$ cat src/rtl/mem_arb_pkg.sv
// Shared types and widths for the two-port RAM access arbiter.
package mem_arb_pkg;

   localparam int ADDR_W          = 16;
   localparam int DATA_W          = 8;
   localparam int MEM_LATENCY_DEF = 3;

   typedef enum logic [1:0] {
      ST_IDLE  = 2'd0,
      ST_ISSUE = 2'd1,
      ST_WAIT  = 2'd2,
      ST_ACK   = 2'd3
   } state_e;

endpackage

$ cat src/rtl/mem_access_arbiter_arb2_rr.sv
// Two-request grant logic: a lone requester always wins; on a tie the pointer
// (or port 0 in fixed mode) decides. One-hot grant, purely combinational.
module arb2_rr (
   input  logic [1:0] req_i,
   input  logic       ptr_i,
   input  logic       fixed_i,
   output logic [1:0] gnt_o
);

   always_comb begin
      gnt_o = req_i;
      if (&req_i) begin
         gnt_o = (fixed_i || !ptr_i) ? 2'b01 : 2'b10;
      end
   end

endmodule

$ cat src/rtl/mem_access_arbiter.sv
// Shares one tick-driven single-port RAM between two requesters, one transaction
// at a time: IDLE (arbitrate/latch) -> ISSUE (tick) -> WAIT (latency) -> ACK.
module mem_access_arbiter
   import mem_arb_pkg::*;
#(
   parameter int MEM_LATENCY    = MEM_LATENCY_DEF,
   parameter bit FIXED_PRIORITY = 1'b0
) (
   input  logic              Clock,
   input  logic              Reset,
   input  logic              Req0,
   input  logic              We0,
   input  logic [ADDR_W-1:0] Addr0,
   input  logic [DATA_W-1:0] Wdata0,
   output logic              Ack0,
   input  logic              Req1,
   input  logic              We1,
   input  logic [ADDR_W-1:0] Addr1,
   input  logic [DATA_W-1:0] Wdata1,
   output logic              Ack1,
   output logic [DATA_W-1:0] Rdata,
   output logic              Busy,
   output logic [ADDR_W-1:0] Mem_Address,
   output logic [DATA_W-1:0] Mem_DataIn,
   output logic              Mem_WE,
   output logic              Mem_OE,
   output logic              Mem_Tick,
   input  logic [DATA_W-1:0] Mem_DataOut
);

   // Counter only ever holds MEM_LATENCY-1 down to 1.
   localparam int              CNT_W    = (MEM_LATENCY > 1) ? $clog2(MEM_LATENCY) : 1;
   localparam logic [CNT_W-1:0] CNT_LOAD = CNT_W'(MEM_LATENCY - 1);

   state_e              state_q, state_d;
   logic [CNT_W-1:0]    cnt_q, cnt_d;
   logic                ptr_q, ptr_d;
   logic                gnt_q, gnt_d;
   logic [ADDR_W-1:0]   addr_q, addr_d;
   logic [DATA_W-1:0]   din_q, din_d;
   logic                we_q, we_d;
   logic                oe_q, oe_d;
   logic [1:0]          req;
   logic [1:0]          gnt_oh;

   assign req = {Req1, Req0};

   arb2_rr u_arb (
      .req_i   (req),
      .ptr_i   (ptr_q),
      .fixed_i (FIXED_PRIORITY),
      .gnt_o   (gnt_oh)
   );

   always_ff @(posedge Clock) begin
      if (Reset) begin
         state_q <= ST_IDLE;
      end else begin
         state_q <= state_d;
      end
   end

   always_comb begin
      state_d = state_q;
      case (state_q)
         ST_IDLE:  if (|req) state_d = ST_ISSUE;
         ST_ISSUE: state_d = (MEM_LATENCY == 1) ? ST_ACK : ST_WAIT;
         ST_WAIT:  if (cnt_q == CNT_W'(1)) state_d = ST_ACK;
         ST_ACK:   state_d = ST_IDLE;
         default:  state_d = ST_IDLE;
      endcase
   end

   // RAM fields are captured only when leaving IDLE, so they stay stable through ACK.
   always_comb begin
      cnt_d  = cnt_q;
      ptr_d  = ptr_q;
      gnt_d  = gnt_q;
      addr_d = addr_q;
      din_d  = din_q;
      we_d   = we_q;
      oe_d   = oe_q;
      case (state_q)
         ST_IDLE: begin
            if (|req) begin
               gnt_d  = gnt_oh[1];
               addr_d = gnt_oh[1] ? Addr1  : Addr0;
               din_d  = gnt_oh[1] ? Wdata1 : Wdata0;
               we_d   = gnt_oh[1] ? We1    : We0;
               oe_d   = gnt_oh[1] ? !We1   : !We0;
            end
         end
         ST_ISSUE: cnt_d = CNT_LOAD;
         ST_WAIT:  cnt_d = cnt_q - CNT_W'(1);
         ST_ACK: begin
            if (!FIXED_PRIORITY) ptr_d = !gnt_q;
            we_d = 1'b0;
            oe_d = 1'b0;
         end
         default: ;
      endcase
   end

   always_ff @(posedge Clock) begin
      if (Reset) begin
         cnt_q  <= '0;
         ptr_q  <= 1'b0;
         gnt_q  <= 1'b0;
         addr_q <= '0;
         din_q  <= '0;
         we_q   <= 1'b0;
         oe_q   <= 1'b0;
      end else begin
         cnt_q  <= cnt_d;
         ptr_q  <= ptr_d;
         gnt_q  <= gnt_d;
         addr_q <= addr_d;
         din_q  <= din_d;
         we_q   <= we_d;
         oe_q   <= oe_d;
      end
   end

   assign Mem_Address = addr_q;
   assign Mem_DataIn  = din_q;
   assign Mem_WE      = we_q;
   assign Mem_OE      = oe_q;

   // The RAM output register keeps stale data across writes, so gate it to reads.
   always_comb begin
      Mem_Tick = (state_q == ST_ISSUE);
      Busy     = (state_q != ST_IDLE);
      Ack0     = (state_q == ST_ACK) && !gnt_q;
      Ack1     = (state_q == ST_ACK) &&  gnt_q;
      Rdata    = '0;
      if ((state_q == ST_ACK) && !we_q) Rdata = Mem_DataOut;
   end

endmodule

$ cat config.mk
export PLATFORM = sky130hd
export DESIGN_NAME = mem_access_arbiter
export DESIGN_NICKNAME = d
export VERILOG_FILES = /design/src/rtl/mem_arb_pkg.sv /design/src/rtl/mem_access_arbiter_arb2_rr.sv /design/src/rtl/mem_access_arbiter.sv
export SDC_FILE = /design/constraint.sdc
export NUM_CORES = 1
export LEC_CHECK = 0
export BUFFER_PORTS_ARGS = -buffer_cell sky130_fd_sc_hd__buf_4
export CORE_MARGIN = 2
export CORE_UTILIZATION = 46
export DETAILED_ROUTE_END_ITERATION = 12
export PLACE_DENSITY = 0.85
export SLEW_MARGIN = 20
export SYNTH_ARGS = -nofsm -noshare
export SYNTH_HDL_FRONTEND = slang
export SYNTH_HIERARCHICAL = 1
export SYNTH_SLANG_ARGS = --single-unit
$ cat constraint.sdc
create_clock -name Clock -period 5.5 [get_ports Clock]
set_clock_uncertainty 0.2 [all_clocks]
set_input_delay 1.1 -clock Clock [delete_from_list [all_inputs] [get_ports Clock]]
set_output_delay 1.1 -clock Clock [all_outputs]
set_load 0.005 [all_outputs]
# == After elaboration in Yosys (flattened, before gate mapping) ==
# Cells that the tools add are included.
# op_classes
n_lt_le_gt_ge,0
mul,0
muxes,15
bitwise_logic,0
n_reduce_logical,16
addsub,1
shift,0
n_eq_ne,6
div_mod_pow,0
# op_table
cell,n
two-way mux 16 bit,1
two-way mux 8 bit,2
two-way mux 2 bit,4
one-hot mux 2 bit (4 select lines),1
AND reduction 2 bit,4
nonzero test 2 bit,3
== test 2 x 1 -> 1 bit (second input constant),2
== test 2 bit (second input constant),2
logical NOT 1 bit,4
two-way mux 1 bit,4
inequality test 2 bit (second input constant),2
one-hot mux 1 bit (2 select lines),2
one-hot mux 2 bit (2 select lines),1
logical AND 1 bit,3
logical NOT 2 bit,1
OR reduction 2 bit,1
subtractor 2 x 1 -> 2 bit (second input constant),1
# totals
wordCells,46
memories,0
ramBits,0
mem_bits_ro,0
in_bits,62
latchBits,0
regBits,32
output_inout_bits,38

# == Depth between registers and ports, before layout ==
# depth
word_depth,5
depth_mapped,6

# == Hierarchy ==
# The synthesis kept the hierarchy.
# by_module_without_submodules
module,seq_area_each_um2,area_each_um2,cells_per_inst,instances
mem_access_arbiter,640.6,1575.3,167,1
arb2_rr,0.0,30.0,4,1

# == Worst setup path after synthesis ==
# No wires, ideal clock.
# synth_path
kind,in2out
from,input Mem_DataOut[0]
to,output Rdata[0]
required_time_ns,4.200
path_stages,1
n_path_buf,0
t_arrival_ns,1.225
slack_ns,2.975
cell_sequence,and2_1
# synth_between
elab_chain_len,1
# synth_rtl
item,line_no,rtl
"start, declared",mem_access_arbiter.sv:28,input logic [DATA_W-1:0] Mem_DataOut
two-way mux 8 bit,mem_access_arbiter.sv:136,if ((state_q == ST_ACK) && !we_q) Rdata = Mem_DataOut;
"end, declared",mem_access_arbiter.sv:21,"output logic [DATA_W-1:0] Rdata,"
# No other way between the ends.

# == Worst setup path after layout ==
# layout_path
from,register state_q[1]
to,output Rdata[0]
# layout_between
elab_chain_len,3
# layout_rtl
item,line_no,rtl
"start, declared",mem_access_arbiter.sv:35,"state_e state_q, state_d;"
"start signal, assigned",mem_access_arbiter.sv:59,state_q <= state_d;
== test 2 bit,mem_access_arbiter.sv:136,
logical AND 1 bit,mem_access_arbiter.sv:136,
two-way mux 8 bit,mem_access_arbiter.sv:136,
# No other way between the ends.

==> impl_metrics.toml <==
[run]
drv_cap = 0

[synthesis]
netlist_area_um2 = 1600
syn-num-nets = 240
syn_avg_cell_area_um2 = 9.413
synth_warnings = 6
syn_inst = 170

[finish]
stdcell_count = 312
drive_gt1_share_pct = 42.48
stdcell_area_um2 = 2421
nets = 336
synthToLayoutAreaGrowth_pct = 51.29
final_common_cell = "buf_4"
fill_cells = 270
diodes = 0
final_cell_mix = "buf_4 (101), dfxtp_1 (32), nor2_1 (30)"

[placed_design]
placedCellCount = 305
dp_hpwl_um = 2982
pre_cts_ws_ns = 2.576
gp_congestion = 0.8289
portBuffers = 99
placed_area_um2 = 2356

[routing]
antenna_left = 0
drt-initial-drc-count = 37
drcViolationCount = 0
dr.pass1.iters = 4
wl_per_cell_um = 12.32
wl_um = 3844
vias = 1537
viasPerCell = 4.926

[timing]
fin_crit_sh_pct = 53.31
fmax_ghz = 0.3410
tightestPinTransition_ns = 0.6142
hold_viol = 0
slew_violations = 0
rsz0062_at_grt = "false"
max_slew_margin_pct = 59.06
timing.final.ws_setup_ns = 2.568
setup_viol = 0
post-route-min-period_ns = 2.932
tns_ns = 0

[worst_setup_path]
path_depth = 4
path_buf_inv = 1
crit_path_cell_trace = "ha_1, nor2b_1, and2_1, buf_4"
crit_path_end_kind = "output pin"
worstSetupEndpoint = "Rdata[0]"
crit_family = "simple AND/OR/NAND/NOR gates"
slowest_delay_ns = 0.42
critPathMaxFanout = 8
rr_worst_depth = 6
reg2reg_from = "state_q[0]"
crit_start = "state_q[1]"
path_class = "flip-flop to output pin"
startpoint_type = "flip-flop"
cp.required_ns = 4.20
rr_endpoint = "Mem_Address[13]"
cpMaxStageDelayCell = "dfxtp_1"
arrival_ns = 1.63
reg2reg_slack_ns = 3.37

[worst_hold_path]
hold_path_class = "flip-flop to flip-flop"

[clocking]
clock_path_buffers = 2
clock-root-buffer = "clkbuf_4"
clock-sinks = 32
hold_buffers = 0
cts_setup_buffers = 0
cts.repair.resized = 0
cts_made_buffers = 5
clock_latency_ns = 0.32
htreeDepth = 2
cts_tree = "done"
path_clk_slew_ns = 0.09

[die]
die_h_um = 62.98
fp.coreArea_um2 = 3337
rows = 21
initial_utilization_pct = 47.96
dieArea_um2 = 3966
num_io_pins = 100
die_w_um = 62.98

[pwr]
leakage_uw = 0.001155
p_per_area_nw_per_um2 = 375.2
power.total_uw = 908.3
max-vdd-ir-drop_mv = 0.2167

[global_route]
grt.total_usage_pct = 19.42
grt_pass1_wl_um = 6065
grt_max_degree = 44
grt_pass1_vias = 1420
gr-total-overflow = 0
antenna_found_initial = 0

[outcome]
outcome = "finished, final reports clean"
[worst min-delay path by stage]
stage / from / to / slack, ns / cells past startpoint
after floorplan: Mem_OE / Mem_OE / 0.27 / 2
after global placement: Mem_OE / Mem_OE / 0.27 / 2
after detailed placement: Mem_OE / Mem_OE / 0.28 / 2
after CTS: Mem_OE / Mem_OE / 0.29 / 2
after global routing: Mem_OE / Mem_OE / 0.30 / 2
final: Mem_OE / Mem_OE / 0.29 / 2
[power breakdown]
group / internal, µW / switching [µW]
combinational: 218 / 197
clock: 72.4 / 73.8
sequential: 305 / 41.6
total: 596 / 312
[tightest hold or removal path, stage by stage (launching register included)]
cell and delay [ns]:
dfxtp_1 0.32, o21ai_0 0.07, a21oi_1 0.06
[stage by stage]
| stage | util, % | hold slack [ns] |
|---|---|---|
| floorplan | - | 0.2658 |
| global placement | 70.60 | 0.2739 |
| detailed placement | 70.60 | 0.2808 |
| CTS | 72.55 | 0.2940 |
| global route | 72.55 | 0.3050 |
| finish | 72.55 | 0.2899 |
[layer usage]
metal / vias up / share of wire (%) / global-route usage (%) / wire length [µm]
met1: 680 / 38 / 19.62 / 1477
met4: 0 / 0.70 / 6.667 / 27
li1: 793 / - / - / -
met3: 2 / 8.7 / 8.288 / 336
met2: 62 / 52 / 35.37 / 2003
met5: - / 0 / 0 / 0
[area by class of cell]
cell class / instances / area (µm²) / area share, %
multi-input combinational: 121 / 880.8 / 36.38
timing repair buffer: 101 / 758.2 / 31.32
sequential: 32 / 640.6 / 26.46
clock buffer: 7 / 65.06 / 2.687
tap: 46 / 57.56 / 2.377
inverter: 5 / 18.77 / 0.7752
[sequential cells by signal (all words and copies together) (netlist names)]
signal / cells
gnt_q: 1
state_q: 2
Mem_WE: 1
Mem_DataIn: 8
Mem_OE: 1
Mem_Address: 16
cnt_q: 2
ptr_q: 1
(Power assumes the default switching activity.)
